<file path="config.mk">
export PLATFORM = sky130hd
export DESIGN_NAME = sdram_port_arb
export DESIGN_NICKNAME = d
export VERILOG_FILES = /design/src/rtl/sdram_port_arb.sv
export SDC_FILE = /design/constraint.sdc
export NUM_CORES = 1
export LEC_CHECK = 0
export CAP_MARGIN = 20
export CORE_UTILIZATION = 40
export CTS_BUF_LIST = sky130_fd_sc_hd__clkbuf_2
export DETAILED_ROUTE_END_ITERATION = 10
export MAX_ROUTING_LAYER = met4
export PLACE_DENSITY = 0.76
export SLEW_MARGIN = 20
export SYNTH_ARGS = -nofsm -noshare
export SYNTH_HDL_FRONTEND = slang
export SYNTH_SLANG_ARGS = --single-unit
</file>
<file path="constraint.sdc">
create_clock -name clk_i -period 4.9 [get_ports clk_i]
set_input_delay 0.735 -clock clk_i [delete_from_list [all_inputs] [get_ports clk_i]]
set_output_delay 0.735 -clock clk_i [all_outputs]
set_load 0.01 [all_outputs]
</file>
<file path="src/rtl/sdram_port_arb.sv">
// Arbiter between a byte loader (one-entry write buffer) and a tape reader for a single SDRAM port.
// Each command waits at most TIMEOUT cycles for mem_ready before being aborted.
module sdram_port_arb #(
    parameter int unsigned TIMEOUT = 15
) (
    input  logic        clk_i,
    input  logic        reset_i,
    input  logic        ld_wr_i,
    input  logic [24:0] ld_addr_i,
    input  logic [7:0]  ld_data_i,
    output logic        ld_ovf_o,
    input  logic        rd_req_i,
    input  logic [24:0] rd_addr_i,
    output logic [7:0]  rd_data_o,
    output logic        rd_ack_o,
    output logic [24:0] mem_addr_o,
    output logic [7:0]  mem_din_o,
    output logic        mem_we_o,
    output logic        mem_rd_o,
    input  logic [7:0]  mem_dout_i,
    input  logic        mem_ready_i,
    output logic        mem_timeout_o,
    output logic        busy_o
);

    localparam logic [7:0] TimeoutM1 = 8'(TIMEOUT - 1);

    typedef enum logic [1:0] {StIdle, StWrite, StRead} state_e;

    state_e      state_q, state_d;
    logic        buf_full_q, buf_full_d;
    logic [24:0] buf_addr_q, buf_addr_d;
    logic [7:0]  buf_data_q, buf_data_d;
    logic        last_grant_q, last_grant_d;
    logic [7:0]  cnt_q, cnt_d;
    logic        armed_q;
    logic [24:0] mem_addr_q, mem_addr_d;
    logic [7:0]  mem_din_q, mem_din_d;
    logic        mem_we_q, mem_we_d;
    logic        mem_rd_q, mem_rd_d;
    logic [7:0]  rd_data_q, rd_data_d;
    logic        rd_ack_q, rd_ack_d;
    logic        ld_ovf_q, ld_ovf_d;
    logic        mem_timeout_q, mem_timeout_d;
    logic        busy_q, busy_d;
    logic        deq;
    logic        want_wr, want_rd;

    always_comb begin
        state_d       = state_q;
        buf_full_d    = buf_full_q;
        buf_addr_d    = buf_addr_q;
        buf_data_d    = buf_data_q;
        last_grant_d  = last_grant_q;
        cnt_d         = cnt_q;
        mem_addr_d    = mem_addr_q;
        mem_din_d     = mem_din_q;
        mem_we_d      = 1'b0;
        mem_rd_d      = 1'b0;
        rd_data_d     = rd_data_q;
        rd_ack_d      = 1'b0;
        ld_ovf_d      = ld_ovf_q;
        mem_timeout_d = mem_timeout_q;
        deq           = 1'b0;
        // A request still high during its own ack cycle is the one just served.
        want_wr       = buf_full_q;
        want_rd       = rd_req_i && !rd_ack_q;

        unique case (state_q)
            StIdle: begin
                if (armed_q && (want_wr || want_rd)) begin
                    cnt_d = 8'd0;
                    if (want_wr && (!want_rd || !last_grant_q)) begin
                        state_d      = StWrite;
                        mem_addr_d   = buf_addr_q;
                        mem_din_d    = buf_data_q;
                        mem_we_d     = 1'b1;
                        deq          = 1'b1;
                        last_grant_d = 1'b1;
                    end else begin
                        state_d      = StRead;
                        mem_addr_d   = rd_addr_i;
                        mem_rd_d     = 1'b1;
                        last_grant_d = 1'b0;
                    end
                end
            end
            StWrite, StRead: begin
                cnt_d = cnt_q + 8'd1;
                if (mem_ready_i) begin
                    state_d = StIdle;
                    if (state_q == StRead) begin
                        rd_data_d = mem_dout_i;
                        rd_ack_d  = 1'b1;
                    end
                end else if (cnt_q == TimeoutM1) begin
                    state_d       = StIdle;
                    mem_timeout_d = 1'b1;
                    if (state_q == StRead) begin
                        rd_data_d = 8'hFF;
                        rd_ack_d  = 1'b1;
                    end
                end
            end
            default: state_d = StIdle;
        endcase

        // A dequeue in the same cycle frees the slot for the incoming byte.
        if (ld_wr_i) begin
            if (!buf_full_q || deq) begin
                buf_full_d = 1'b1;
                buf_addr_d = ld_addr_i;
                buf_data_d = ld_data_i;
            end else begin
                ld_ovf_d = 1'b1;
            end
        end else if (deq) begin
            buf_full_d = 1'b0;
        end

        busy_d = (state_d != StIdle) || buf_full_d;
    end

    always_ff @(posedge clk_i or posedge reset_i) begin
        if (reset_i) begin
            state_q       <= StIdle;
            buf_full_q    <= 1'b0;
            buf_addr_q    <= '0;
            buf_data_q    <= '0;
            last_grant_q  <= 1'b0;
            cnt_q         <= '0;
            armed_q       <= 1'b0;
            mem_addr_q    <= '0;
            mem_din_q     <= '0;
            mem_we_q      <= 1'b0;
            mem_rd_q      <= 1'b0;
            rd_data_q     <= '0;
            rd_ack_q      <= 1'b0;
            ld_ovf_q      <= 1'b0;
            mem_timeout_q <= 1'b0;
            busy_q        <= 1'b0;
        end else begin
            state_q       <= state_d;
            buf_full_q    <= buf_full_d;
            buf_addr_q    <= buf_addr_d;
            buf_data_q    <= buf_data_d;
            last_grant_q  <= last_grant_d;
            cnt_q         <= cnt_d;
            // Holds off the first grant until the second edge after release.
            armed_q       <= 1'b1;
            mem_addr_q    <= mem_addr_d;
            mem_din_q     <= mem_din_d;
            mem_we_q      <= mem_we_d;
            mem_rd_q      <= mem_rd_d;
            rd_data_q     <= rd_data_d;
            rd_ack_q      <= rd_ack_d;
            ld_ovf_q      <= ld_ovf_d;
            mem_timeout_q <= mem_timeout_d;
            busy_q        <= busy_d;
        end
    end

    assign ld_ovf_o      = ld_ovf_q;
    assign rd_data_o     = rd_data_q;
    assign rd_ack_o      = rd_ack_q;
    assign mem_addr_o    = mem_addr_q;
    assign mem_din_o     = mem_din_q;
    assign mem_we_o      = mem_we_q;
    assign mem_rd_o      = mem_rd_q;
    assign mem_timeout_o = mem_timeout_q;
    assign busy_o        = busy_q;

endmodule

</file>
======== Word-level counts from Yosys, hierarchy flattened ========
Index checks and enable logic that the tools add are counted.
W data, S select, Z words.
word-level totals
  register bits ........................... 93
  bits of input ports ..................... 71
  output and inout port bits .............. 47
  logic and storage cells ................. 71
cells by class
  add/subtract/negate cells ............... 1
  equality and inequality tests ........... 4
  mux-type cells .......................... 25
  bitwise gates (word level) .............. 2
  reduce and logical (&&, ||, !) cells .... 23
operator list
  cell                   count
  $mux W8                5
  $mux W25               1
  $pmux W8 S2            1
  $mux W1                13
  $reduce_and A3 Y1      3
  $add A8 B1 Y8 const B  1
  $eq A8 B4 Y1 const B   1
  $mux W2                4
  $reduce_and A2 Y1      4
  $reduce_bool A2 Y1     3
  $logic_not A1 Y1       4
  $logic_or A1 B1 Y1     4
  $pmux W2 S2            1
  $logic_and A1 B1 Y1    3
  $eq A2 B1 Y1 const B   1
  $eq A2 B2 Y1 const B   1
  $logic_not A2 Y1       1
  $ne A2 B2 Y1 const B   1
  $not A1 Y1             2
  $reduce_or A2 Y1       1

======== Logic depth before layout (Yosys ltp) ========
  depth in word-level cells ............... 12
  mapped depth ............................ 8
  depth with buffers taken out ............ 7

======== Worst setup path before layout ========
Ideal clock, no wire load.
  path type ............................... input to register
  start point ............................. in rd_req_i
  end point ............................... reg buf_addr_q[10]
  library setup time ...................... 0.125 ns
  arrival ................................. 1.904 ns
  required time ........................... 4.775 ns
  setup slack ............................. 2.872 ns
  stages on the path ...................... 6
  path buffers ............................ 1
  cells stage by stage .................... nor2b_1 > a21o_1 > inv_2 > o21ai_2 > buf_4 > mux2_2
on the way
  cells in the longest elaborated chain, start to end .. 9
  elaborated cells on any way between the ends .. 11
  those cells by class .................... mux (3); reduce/logical (8)
ends and longest elaborated chain
  what                             line  source
  start: declaration               12    input logic rd_req_i,
  $logic_and A1 B1 Y1 (*)          67    want_rd = rd_req_i && !rd_ack_q;
  $logic_not A1 Y1                 73    if (want_wr && (!want_rd || !last_grant_q)) begin
  $logic_or A1 B1 Y1               73
  $logic_and A1 B1 Y1              73
  $mux W1                          73
  $mux W1 (*)                      71    if (armed_q && (want_wr || want_rd)) begin
  $mux W1 (*)                      69    unique case (state_q)
  $logic_or A1 B1 Y1 (*)           110   if (!buf_full_q || deq) begin
  $reduce_and A2 Y1 (no line) (*)  --
  end signal: assignment           145   buf_addr_q <= buf_addr_d;
  end: declaration                 32    logic [24:0] buf_addr_q, buf_addr_d;
Every way passes the cells marked *; elsewhere a longest branch is shown, timed or not.
A chain may end at the register's enable or synchronous reset.

======== Worst setup path in the final report ========
  start point ............................. in rd_req_i
  end point ............................... reg buf_addr_q[22]
The elaborated chain is that of the path after synthesis.

==> impl_metrics.env <==
export IMPL_tns_ps=0
export IMPL_grt_ovfl_total=0
export IMPL_synth_area_leader_cell="dfrtp_1"
export IMPL_grt_usage_pct=19.6
export IMPL_cts_resized=0
export IMPL_wl_met2_um=4440
export IMPL_utilization_pct=56.7
export IMPL_grt_pass1_vias=3049
export IMPL_htreeDepth=3
export IMPL_period_needed_ps=3140
export IMPL_required_ps=5310
export IMPL_core_area_um2=9240
export IMPL_via_per_inst=5.25
export IMPL_slew_violations=0
export IMPL_place_congestion=0.741
export IMPL_cts_sinks=93
export IMPL_dieArea_um2=9970
export IMPL_postSynthCellCount=311
export IMPL_fin_cells=558
export IMPL_yosysWarningCount=0
export IMPL_wl_met1_um=3910
export IMPL_setup_viol=0
export IMPL_cts_root_buf="clkbuf_2"
export IMPL_io_pins=118
export IMPL_syn_area_um2=3830
export IMPL_period_share_pct=64.0
export IMPL_area_growth_pct=36.6
export IMPL_first_pass_iters=6
export IMPL_finalHoldViolations=0
export IMPL_vias=2927
export IMPL_cp_max_fo=35
export IMPL_timing_hold_ws_ps=509
export IMPL_tritoncts="yes"
export IMPL_worstMarginPinSlew_ps=1090
export IMPL_fmax_mhz=319
export IMPL_end_kind="register"
export IMPL_syn_nets=387
export IMPL_grt_pass1_wl_um=14800
export IMPL_fin_skew_ps=34.2
export IMPL_clock_latency_ps=530
export IMPL_place_hpwl_um=6260
export IMPL_synth_edff_count=0
export IMPL_die_w_um=99.9
export IMPL_avgSynthCellArea_um2=12.3
export IMPL_yosys_top_cells_area="dfrtp_1, mux2_2, a222oi_1"
export IMPL_start_util_pct=41.5
export IMPL_synth_seq_cells=93
export IMPL_clkTransAtPathRegs_ps=230
export IMPL_wire_per_inst_um=16.2
export IMPL_arrival_ps=3550
export IMPL_start_kind="primary input"
export IMPL_slew_headroom_pct=26.8
export IMPL_numCtsBuffers=9
export IMPL_ant_nets=0
export IMPL_die_h_um=99.9
export IMPL_wl_met3_um=621
export IMPL_grt_antenna_before_repair=0
export IMPL_seq_area_frac_synth_pct=60.7
export IMPL_clockBufferDepth=2
export IMPL_p_leak_nw=2.35
export IMPL_postCtsHoldBufs=0
export IMPL_dr_first_iter_drc_count=248
export IMPL_power_density_nw_per_um2=561
export IMPL_grt_max_degree=54
export IMPL_nNetsFinal=500
export IMPL_holdCritPathClass="reg -> reg"
export IMPL_cts_setup_buffers=0
export IMPL_hp_start="mem_timeout_o$_DFFE_PP0P_"
export IMPL_routed_wl_um=9050
export IMPL_ir_drop_mv=0.256
export IMPL_top_layer="met4"
export IMPL_drc=0
export IMPL_synthArstFlopShare_pct=100
export IMPL_r2r_start="state_q[1]$_DFF_PP0_"
export IMPL_rows=35
export IMPL_critPathKind="in -> reg"
export IMPL_synth_distinct_cells=41
export IMPL_insertedDiodeCount=0
export IMPL_rsz0062_at_grt="false"
export IMPL_dominantRegCellSynth="dfrtp_1"
export IMPL_drive_gt1_share_pct=12.8
export IMPL_run_status="finished, final reports clean"
export IMPL_dp_cells=542
export IMPL_maxCapViolations=0
export IMPL_portBuffers=117
export IMPL_yosys_area_top_type_share_pct=60.7
export IMPL_critical_path_startpoint="rd_req_i"
-- power breakdown --
part           total (mW)  switching, mW  internal, mW  leakage [nW]
Sequential           1.30          0.201          1.10          1.13
Combinational        1.26          0.581         0.681          1.15
Clock               0.377          0.254         0.123        0.0702
Total                2.94           1.04          1.90          2.35
-- sequential cells by signal, summed over array words and instances, names as in the netlist, 2 cells and up --
| signal | flops |
|---|---|
| cnt_q | 8 |
| state_q | 2 |
| mem_addr_o | 25 |
| mem_din_o | 8 |
| buf_data_q | 8 |
| rd_data_o | 8 |
| buf_addr_q | 25 |
-- cells in the mapped netlist (4+ instances only) --
master    count
o21ai_0       9
a21oi_1       6
o21a_1        8
a21o_1        4
nand2b_1      4
ha_1          5
buf_4         4
dfrtp_1      93
inv_1        35
mux2_2       31
clkbuf_1      9
nand3_1       5
nand4b_1      8
a222oi_1     25
nand2_1      30
-- area by class of cell --
type | count | area, µm²
Timing Repair Buffer | 119 | 1190
Clock buffer | 11 | 55.1
Inverter | 36 | 136
Multi-Input combinational cell | 165 | 1300
Clock inverter | 5 | 58.8
Fill cell | 819 | 4010
Tap cell | 129 | 161
Sequential cell | 93 | 2330
-- metal layers --
layer  vias up  global-route usage [%]
li1       1338                       -
met1      1471                    24.8
met2       111                    30.7
met3         7                    5.50
met4         0                    5.88
met5         -                       -
-- cell usage in the layout, fill, tap and decap left out, types with 2 or more instances in the layout --
| cell type | instances |
|---|---|
| mux2_1 | 2 |
| and2_1 | 2 |
| nand4b_1 | 8 |
| or4_1 | 2 |
| inv_1 | 34 |
| a222oi_1 | 25 |
| clkdlybuf4s50_1 | 117 |
| o31ai_1 | 3 |
| a31o_2 | 2 |
| ha_1 | 5 |
| nand2b_1 | 4 |
| dfrtp_1 | 93 |
| o21a_1 | 8 |
| nor2_1 | 2 |
| a21oi_1 | 6 |
| nand3_1 | 5 |
| a21o_1 | 4 |
| nand2_1 | 30 |
| clkbuf_2 | 11 |
| mux2_2 | 31 |
| o21ai_0 | 9 |
-- path summary, 6_finish.rpt --
kind / cells past startpoint / end / slack, ps
worst min-delay path: 1 / mem_timeout_o$_DFFE_PP0P_ / 510
worst max register to register: 7 / buf_addr_q[22]$_DFFE_PP0P_ / 1840
max in group asynchronous: 3 / buf_addr_q[9]$_DFFE_PP0P_ / 3200
worst max-delay path: 6 / buf_addr_q[22]$_DFFE_PP0P_ / 1760
min in group asynchronous: 2 / mem_din_o[0]$_DFFE_PP0P_ / 640
worst min register to register: 1 / mem_timeout_o$_DFFE_PP0P_ / 510
-- logic make-up after synthesis --
logic type,synth area share [%]
buffers and inverters,5.65
DFF,60.7
other,0.0979
muxes,9.70
adders and majority gates,1.63
AOI/OAI and AO/OA,13.7
and+or+nand+nor,8.43
-- stage by stage --
stage               worst slack, ps  power [mW]  area, µm²
CTS                            1790        2.96       5240
global route                   1600        3.14       5240
global placement               1280        2.52       5110
detailed placement             1190        2.59       5120
finish                         1760        2.94       5240
floorplan                      1740        2.00       3830
-- critical path, cell delays in order --
cell and delay (ps):
clkdlybuf4s50_1 470, nor2b_1 210, a21o_1 380, inv_2 370
o21ai_4 940, mux2_2 410
Power figures use the tool's default switching activity.
